<file path="config.mk">
export PLATFORM = sky130hd
export DESIGN_NAME = seq_multiplier
export DESIGN_NICKNAME = d
export VERILOG_FILES = /design/src/rtl/mult_pkg.sv /design/src/rtl/mult_step.sv /design/src/rtl/seq_multiplier.sv
export SDC_FILE = /design/constraint.sdc
export NUM_CORES = 1
export LEC_CHECK = 0
export ABC_AREA = 1
export BUFFER_PORTS_ARGS = -buffer_cell sky130_fd_sc_hd__buf_4
export CORE_MARGIN = 1
export CORE_UTILIZATION = 45
export DETAILED_ROUTE_END_ITERATION = 10
export PLACE_DENSITY_LB_ADDON = 0.1
export SETUP_SLACK_MARGIN = 0.15
export SYNTH_ARGS = -nofsm -noshare
export SYNTH_HDL_FRONTEND = slang
export SYNTH_SLANG_ARGS = --single-unit
</file>
<file path="constraint.sdc">
create_clock -name clk -period 12.87 [get_ports clk]
set_clock_uncertainty 0.2 [all_clocks]
set_input_delay 3.861 -clock clk [delete_from_list [all_inputs] [get_ports clk]]
set_output_delay 3.861 -clock clk [all_outputs]
set_load 0.01 [all_outputs]
</file>
<file path="src/rtl/mult_pkg.sv">
// Shared state encoding and default operand width for the sequential multiplier.
package mult_pkg;
   typedef enum logic [1:0] {IDLE, CALC, DONE} state_t;
   localparam int DEFAULT_WIDTH = 32;
endpackage

</file>
<file path="src/rtl/mult_step.sv">
// One multiply iteration, purely combinational: shift-add when unsigned, radix-2 Booth when signed.
// acc is {guard, high, low}: the guard holds the carry (unsigned) or the sign extension (Booth).
module mult_step #(
   parameter int WIDTH = 32
) (
   input  logic [2*WIDTH:0] acc,
   input  logic [WIDTH-1:0] mcand,
   input  logic             q_m1,
   input  logic             is_signed,
   output logic [2*WIDTH:0] acc_next,
   output logic             q_m1_next
);
   logic [WIDTH:0]   high;
   logic [WIDTH-1:0] low;
   logic [WIDTH:0]   mcand_ext;
   logic [WIDTH:0]   sum;

   assign high      = acc[2*WIDTH:WIDTH];
   assign low       = acc[WIDTH-1:0];
   assign mcand_ext = is_signed ? {mcand[WIDTH-1], mcand} : {1'b0, mcand};

   always_comb begin
      sum = high;
      if (is_signed) begin
         unique case ({low[0], q_m1})
            2'b01:   sum = high + mcand_ext;
            2'b10:   sum = high - mcand_ext;
            default: sum = high;
         endcase
      end else if (low[0]) begin
         sum = high + mcand_ext;
      end
   end

   // Unsigned: the guard is always zero going in, so sum[WIDTH] is the carry and a logical shift suffices.
   assign acc_next  = {is_signed & sum[WIDTH], sum, low[WIDTH-1:1]};
   assign q_m1_next = is_signed & low[0];
endmodule

</file>
<file path="src/rtl/seq_multiplier.sv">
// Iterative WIDTH x WIDTH multiplier, one step per clock; result appears WIDTH edges after run is accepted.
// No backpressure: the result is held in DONE until run drops, and run is only sampled in IDLE.
module seq_multiplier
   import mult_pkg::*;
#(
   parameter int WIDTH = DEFAULT_WIDTH,
   parameter int CNT_W = $clog2(WIDTH + 1)
) (
   input  logic               clk,
   input  logic               reset,
   input  logic               run,
   input  logic               is_signed,
   input  logic [WIDTH-1:0]   Multiplicand,
   input  logic [WIDTH-1:0]   Multiplier,
   output logic [2*WIDTH-1:0] Product,
   output logic               ready,
   output logic               busy
);
   state_t           state;
   state_t           state_next;
   logic [2*WIDTH:0] acc;
   logic [2*WIDTH:0] acc_step;
   logic [WIDTH-1:0] mcand;
   logic             mode;
   logic             q_m1;
   logic             q_m1_step;
   logic [CNT_W-1:0] cnt;
   logic             last_iter;

   mult_step #(.WIDTH(WIDTH)) u_step (
      .acc       (acc),
      .mcand     (mcand),
      .q_m1      (q_m1),
      .is_signed (mode),
      .acc_next  (acc_step),
      .q_m1_next (q_m1_step)
   );

   assign last_iter = (cnt == CNT_W'(WIDTH - 1));

   always_ff @(posedge clk or posedge reset) begin
      if (reset) begin
         state <= IDLE;
      end else begin
         state <= state_next;
      end
   end

   always_comb begin
      state_next = state;
      busy       = 1'b0;
      ready      = 1'b0;
      unique case (state)
         IDLE: begin
            if (run) state_next = CALC;
         end
         CALC: begin
            busy = 1'b1;
            if (last_iter) state_next = DONE;
         end
         DONE: begin
            ready = 1'b1;
            if (!run) state_next = IDLE;
         end
         default: state_next = IDLE;
      endcase
   end

   // The multiplier sits in the low half and is consumed one bit per step as the accumulator shifts.
   always_ff @(posedge clk or posedge reset) begin
      if (reset) begin
         acc     <= '0;
         mcand   <= '0;
         mode    <= 1'b0;
         q_m1    <= 1'b0;
         cnt     <= '0;
         Product <= '0;
      end else if (state == IDLE && run) begin
         acc   <= {{(WIDTH + 1){1'b0}}, Multiplier};
         mcand <= Multiplicand;
         mode  <= is_signed;
         q_m1  <= 1'b0;
         cnt   <= '0;
      end else if (state == CALC) begin
         acc  <= acc_step;
         q_m1 <= q_m1_step;
         cnt  <= cnt + CNT_W'(1);
         if (last_iter) Product <= acc_step[2*WIDTH-1:0];
      end
   end
endmodule

</file>
; Word level (Yosys, flattened, before mapping)
; Cells that the tools add are included.
[op_classes]
order_cmp = 0
multipliers = 0
n_mux = 16
n_addsub = 3
bitwise_logic = 3
eq_ne = 8
div = 0
n_shift = 0
n_reduce_logical = 5
[ops]
columns = op, n
row1 = $mux W65, 2
row2 = $mux W33, 3
row3 = $pmux W33 S2, 1
row4 = $add A33 B33 Y33, 1
row5 = $sub A33 B33 Y33, 1
row6 = $mux W6, 2
row7 = $add A6 B1 Y6 const B, 1
row8 = $eq A6 B5 Y1 const B, 1
row9 = $mux W2, 3
row10 = $ne A2 B2 Y1 const B, 3
row11 = $pmux W2 S3, 1
row12 = $reduce_and A3 Y1, 2
row13 = $eq A2 B1 Y1 const B, 2
row14 = $eq A2 B2 Y1 const B, 2
row15 = $mux W1, 4
row16 = $and A1 B1 Y1, 2
row17 = $logic_not A2 Y1, 1
row18 = $reduce_bool A2 Y1, 1
row19 = $logic_and A1 B1 Y1, 1
row20 = $not A1 Y1, 1
[totals]
output_inout_bits = 66
register_bits = 171
mem_bits_rw = 0
memories = 0
word_cells = 42
latch_bits = 0
romBits = 0

; Depth between registers and ports, before layout
; Gate-level depths: netlist of run 1.
[depth]
ltp_word = 7
mapped_depth = 21
ltp_nobuf = 20

; Cells and area by module
; Synthesis of run 1 repeated with hierarchy kept, for this count alone.
[unflattened]
hier_cells = 2165
area_unflattened_um2 = 14083.5
[modules_own_cells]
columns = mod, seq_area_each_um2, area_per_inst_um2, n_inst, cells_per_inst
row1 = mult_step, 0.0, 7131.8, 1, 1376
row2 = seq_multiplier, 4279.1, 6951.7, 1, 789

; Worst setup path before layout of run 1
; No wires, ideal clock.
[synth_timing]
path_type = input port to flip-flop
start = input port run
end = register acc[10]
arrival_time_ns = 4.754
path_buffers = 1
setup_slack_ns = 7.773
setup_time_ns = 0.142
stages = 6
cell_sequence = nand3_1 -> inv_2 -> nor2_1 -> inv_2 -> clkbuf_1 -> o221ai_1
[synth_via]
elab_chain_len = 2
elab_cells_between_ends = 3
cone_classes = mux: 1 / reduce/logical: 2
[synth_lines]
columns = item, line_no
row1 = start: declaration, seq_multiplier.sv:11  ; input logic run,
row2 = $logic_and A1 B1 Y1 *, seq_multiplier.sv:78  ; end else if (state == IDLE && run) begin
row3 = $mux W65 or $reduce_bool A2 Y1 (tied branches), --
row4 = end signal: assignment, seq_multiplier.sv:79  ; acc <= {{(WIDTH + 1){1'b0}}, Multiplier};
row5 = end signal: assignment, seq_multiplier.sv:85  ; acc <= acc_step;
row6 = end: declaration, seq_multiplier.sv:21  ; logic [2*WIDTH:0] acc;
; Every way passes the cells marked *; elsewhere a longest branch is shown, timed or not.
; A chain may end at the register's enable or synchronous reset.

; Final worst setup path of run 1
[layout_timing]
start = register state[0]
end = output port busy
[layout_via]
elab_chain_len = 2
[layout_lines]
columns = item, line_no
row1 = start: declaration, seq_multiplier.sv:19  ; state_t state;
row2 = start signal: assignment, seq_multiplier.sv:45  ; state <= state_next;
row3 = $eq A2 B1 Y1, seq_multiplier.sv:53  ; unique case (state)
row4 = $mux W1, seq_multiplier.sv:53
row5 = end: declaration, seq_multiplier.sv:17  ; output logic busy
; No other way between the ends.

==> results.md, run 1 <==
- Peak Freq: 178 MHz
- Pre-Repair DR Iteration Count: 6
- Xor/xnor cell area share of the yosys netlist: 0.00869
- Global placer's final weighted congestion: 0.967
- Synth Area in Compound Gates: 0.129
- Async set or reset register ratio after synthesis: 1.00
- Slowest CP cell: buf_4
- Port Buffers: between 100 and 150
- Post-synth cell types: 38
- Synthesized flop and latch total: roughly 170
- Commonest non-fill, non-tap cell in the layout: nand2_1
- Status: complete, no violations
- Synth-to-layout area growth: 13.1%
- Num Clock Sinks: approximately 170
- # DRC: 0
- Crit path time final: about 5.6 ns
- Top cell type's share of synthesized area: 0.327
- Post-synthesis adder-cell area fraction: 0.0671
- Delay of the slowest cell on the worst path: slightly below 0.4 ns
- Post-Syn Area per Cell: about 6.3 sq um
- Post-Syn Area: 0.0131 sq mm
- Sequential area share after synthesis: 0.327
- Largest family of logic cells by synthesized area: simple AND/OR/NAND/NOR gates
- Hold EP: Product[37]
- Worst-path fanout max: 38
- Initial antenna violation count: 0
- First-pass GRT wire length: between 60000 and 70000 um
- Final number of max-transition violations: 0
- Hold buffers post-CTS: 0
- Top_reg_cell synth: dfrtp_1
- Max cap viols: 0
- Reg-to-Reg End: Product[33]
- CP Data Required Time: 8.81 ns
- Crit path kind: flip-flop to output pin
- GRT Total Usage: 0.278
- Chip width: around 170 um
- Antenna diodes: 0
- Worst EP arrival: 1.56 ns
- # resized after CTS: 0
- Slew headroom: 0.296
- DR vias: 12983
- Initial DRC Count: roughly 1000
- Placeable Area: about 0.029 sq mm
- Worst Hold Class: flip-flop to flip-flop
- Number of vias per cell: between 5 and 6
- Reg2Reg Depth: 7
- Synth area leader: dfrtp_1
- Post-route ant nets: 0
- Syn Inst Count: approximately 2100
- Reg-to-reg slack, setup: 9.72 ns
- Slew at the pin closest to its max-slew limit: about 1.1 ns
- Inserted Clock Buffers: 17
- CTS tree: yes
- Fin crit share: 0.437
- Wire per inst: 16.1 um
- Clock insertion delay at the later pin of the skew report: 0.46 ns
- CTS root buf: clkbuf_16
- Initial Util: 0.456
- Worst Setup Start Kind: flip-flop
- Total Nets Final: around 2300
- Synth warn: 0
- Setup Fix Bufs, Post-CTS: 0
- Final Setup Violations: 0
- Vias in the first global route: approximately 12000
- Cell Chain, Critical Path: inv_1, nor2_2, buf_4, buf_4
- Layout cells sized above 1: 0.0957
- Synth Area in Simple Gates: 0.327
- Crit-path most repeated cell: buf_4
- Final Hold Fails: 0
- Largest net degree at the start of global routing: roughly 120
- RR Startpoint: acc[0]
- IO Pins: between 100 and 150
- Hold wc startpoint: Product[37]
- Setup TNS Final: 0 ns
- Area contributors post-synth: dfrtp_1 (33%), nand2_1 (24%), inv_1 (10%)
- Total global routing overflow: 0
- RSZ-0062 raised after global routing: no
- Buffers & Inverters on Critical Path: 3
- Dpl hpwl: 30900 um
- WP depth: 4
- Post-synth EDFFs: 0
- CTS clk-pin slew, worst paths: 0.09 ns
- Commonest non-fill, non-tap cells in the layout: nand2_1 (832), inv_1 (356), dfrtp_1 (171)
- Die area: 0.0298 sq mm
- CTS H-tree depth: 4
- Mux cell area share after synthesis: 0.000860
- Row cnt: just over 60
- CP top delay family: buffers and inverters
- Die Span Y: between 150 and 200 um
- Crit end category: output pin
- Bufs on Longest Clock Path: 2
- Synth Net Count: 2225
- Hold Path Stages: 2
- Detailed Route WL: approximately 41000 um
## worst max-delay path by stage
stage / from / endpoint
final: state[0] / busy
after global routing: state[0] / busy
after CTS: state[0] / busy
after detailed placement: reset / mcand[22]
after global placement: reset / mcand[23]
after floorplan: reset / Product[0]
## kinds of logic after synthesis
logic type / after synthesis
DFF: 171
adders and majority gates: 69
AOI/OAI and AO/OA: 297
buffers and inverters: 456
muxes: 1
xor gates and xnor gates: 13
and+or+nand+nor: 1081
## Yosys cell counts, types with 7 or more instances
cell type,number
a21boi_0,12
a21oi_1,91
buf_2,25
buf_4,8
buf_6,7
clkbuf_1,41
dfrtp_1,171
ha_1,67
inv_1,357
inv_2,10
nand2_1,833
nand3_1,115
nor2_1,107
nor2_2,8
o211ai_1,8
o21ai_0,129
o21ai_1,10
o221ai_1,30
xor2_1,13
## flip-flops by register name, indices dropped and copies added, names as in the netlist
register and count:
acc 65, Product 64, mcand 32, cnt 6
state 2, mode 1, q_m1 1
## stage by stage
step	worst slack [ns]	cells	area (sq um)	util	hold slack (ns)
3_5_place_dp	7.04	2526	14200	0.495	0.270
3_3_place_gp	7.06	2526	14200	0.495	0.266
5_1_grt	7.18	2558	14800	0.516	0.309
4_1_cts	7.24	2558	14800	0.516	0.292
6_report	7.25	2558	14800	0.516	0.288
2_1_floorplan	4.18	2088	13100	-	0.278
## tightest hold or removal path, stage by stage, from the launching register on
cell	delay, ns
dfrtp_1	0.35
nand2_1	0.05
nand2_1	0.05
## per-layer routing
metal,vias to the layer above,global-route usage,routed length [um]
met5,-,0,0
met1,5983,0.427,20800
met3,30,0.0462,2830
met2,410,0.402,17000
met4,0,0.0662,560
li1,6560,-,-
## final cells by class
type | instances | area (sq um)
clock buffer | 18 | 429
clock inverter | 14 | 178
fill | 2981 | 13900
inverter | 368 | 1390
multi-input combinational | 1461 | 6990
sequential | 171 | 4280
tap | 384 | 480
timing repair buffer | 142 | 1070
Power of run 1 is not shown: default switching activity piles up to over one toggle a cycle in this logic, so the estimate is an artifact.
==> run 2: changes to the inputs <==
==> constraint.sdc (replaced) <==
create_clock -name clk -period 5.3 [get_ports clk]
set_clock_uncertainty 0.2 [all_clocks]
set_input_delay 1.59 -clock clk [delete_from_list [all_inputs] [get_ports clk]]
set_output_delay 1.59 -clock clk [all_outputs]
set_load 0.01 [all_outputs]
==> run 2 against run 1 <==
Effect of this change:
- final cell count about the same
- die area unchanged
- critical endpoint is now Product[53]
- critical path type is now flip-flop to flip-flop
- critical path depth up 6
- sequential share of layout area about the same
- via count up 0.73%
- worst setup slack worse by 5.8 ns
- core utilization about the same
- register-to-register slack worse by 8.3 ns
- routed wire length up 5.5%
==> results.md, run 2 (synthesized netlist as in run 1, its figures left out) <==
- Status: complete, no violations
- Final Setup Violations: 0 (unchanged)
- Bufs on Longest Clock Path: 2 (unchanged)
- Hold Path Stages: 2 (unchanged)
- Initial antenna violation count: 1 (+1)
- Slew headroom: 0.200 (-0.0961)
- Initial Util: 0.456 (unchanged)
- Total Nets Final: 2296 (-0.087%)
- Final Cell Area: 0.0148 sq mm (about the same)
- Port Buffers: 133 (unchanged)
- Crit path time final: a little under 4 ns
- Dpl hpwl: 32300 um (+4.5%)
- Commonest non-fill, non-tap cell in the layout: nand2_1
- CTS root buf: clkbuf_16
- Slew at the pin closest to its max-slew limit: 1.20 ns (+0.143 ns)
- # resized after CTS: 0 (unchanged)
- Commonest non-fill, non-tap cells in the layout: nand2_1 (832), inv_1 (356), dfrtp_1 (171)
- Vias in the first global route: 12102 (+1.7%)
- Pre-Repair DR Iteration Count: 5 (-1)
- Worst EP arrival: 4.00 ns (+2.44 ns)
- Fin crit share: 0.727
- Setup TNS Final: 0 ns (unchanged)
- Reg2Reg Depth: 10 (+3)
- Max reg flops: 65 (unchanged)
- CTS clk-pin slew, worst paths: 0.08 ns (about the same)
- Total global routing overflow: 0 (unchanged)
- Final number of max-transition violations: 0 (unchanged)
- Wire per inst: 17.0 um (+5.6%)
- GRT Total Usage: 0.297 (+0.0186)
- Antenna diodes: 0 (unchanged)
- Chip width: 173 um (unchanged)
- Initial DRC Count: 1200 (+19%)
- Peak Freq: roughly 260 MHz
- CTS H-tree depth: 4 (unchanged)
- Hold buffers post-CTS: 0 (unchanged)
- RSZ-0062 raised after global routing: no
- Clock insertion delay at the later pin of the skew report: 0.47 ns (about the same)
- Reg with most FFs: acc
- Inserted Clock Buffers: 17 (unchanged)
- DP Worst Slack: 1.51 ns (-5.53 ns)
- Area after DPL: 0.0142 sq mm (about the same)
- Number of vias per cell: 5.12 (+0.81%)
- Final Hold Fails: 0 (unchanged)
- Max cap viols: 0 (unchanged)
- Setup WS post-layout: 1.45 ns (-5.80 ns)
- Detailed Route WL: 43400 um (+5.5%)
- Worst Setup Start Kind: flip-flop
- Setup Fix Bufs, Post-CTS: 0 (unchanged)
- CTS tree: yes
- DR vias: 13078 (+0.73%)
- Die area: 0.0298 sq mm (unchanged)
- Largest net degree at the start of global routing: 172 (+48%)
- Hold WS: 0.288 ns (+0.000511 ns)
- Die Span Y: 173 um (unchanged)
- CP Data Required Time: 5.45 ns (-3.36 ns)
- IO Pins: 134 (unchanged)
- Placeable Area: 0.0287 sq mm (unchanged)
- Synth-to-layout area growth: 13.0% (about the same)
- Top Registers: acc x65, Product x64, mcand x32
- Worst Hold Class: flip-flop to flip-flop
- Layout cells sized above 1: 0.0953 (-0.000372)
- First-pass GRT wire length: 68600 um (+5.4%)
- Crit end category: flip-flop
- Row cnt: 62 (unchanged)
- Worst-path fanout max: 45 (+18%)
- Global placer's final weighted congestion: 0.923 (-4.6%)
- Num Clock Sinks: 171 (unchanged)
- # DRC: 0 (unchanged)
- Post-route ant nets: 0 (unchanged)
- Crit path kind: flip-flop to flip-flop
## run 2: cell count changes in the layout (fill, tap and decap cells not counted)
cell | before | now
buf_4 | 142 | 139
inv_6 | 6 | 4
ha_2 | 1 | 2
clkinvlp_4 | 0 | 4
inv_8 | 1 | 2
clkbuf_8 | 0 | 1
clkinv_8 | 7 | 2
buf_12 | 0 | 1
bufinv_16 | 0 | 1
ha_1 | 66 | 65
## run 2: final timing paths
path | from | to | slack [ns]
worst min register to register | Product[27] | Product[27] | 0.29
worst max-delay path | acc[0] | Product[53] | 1.45
worst min-delay path | Product[27] | Product[27] | 0.29
min in group asynchronous | reset | Product[33] | 1.18
max in group asynchronous | reset | acc[60] | 2.98
worst max register to register | acc[0] | Product[53] | 1.45
## run 2: per-stage QoR
step / std cells / util
floorplan: 2088 / -
global placement: 2524 / 0.495
detailed placement: 2524 / 0.495
CTS: 2556 / 0.515
global route: 2556 / 0.515
finish: 2556 / 0.515
## run 2: cell type report
cell class / instances / area (sq um)
clock buffers: 19 / 443
clock inverters: 13 / 151
fillers: 3061 / 13900
inverters: 368 / 1390
multi-input cells: 1461 / 6990
flip-flops and latches: 171 / 4280
well taps: 384 / 480
repair buffers: 140 / 1060
## run 2: worst max-delay path, stage by stage, from the launching register on
cell and delay (ns):
dfrtp_1 0.95, inv_2 0.56, ha_2 0.93, clkinv_1 0.27
buf_4 0.32, nor2_1 0.14, nor2_1 0.05, nand2_1 0.09
nand2_1 0.07, nand2_1 0.06, nand2_1 0.07
## run 2: layer usage
metal  routed length (um)  part of all wire  global-route usage
met1                21500              0.50               0.451
met2                17900              0.41               0.432
met3                 3500             0.081              0.0563
met4                  486             0.011              0.0658
met5                    0                 0                   0
Power of run 2 is left out for the same reason.
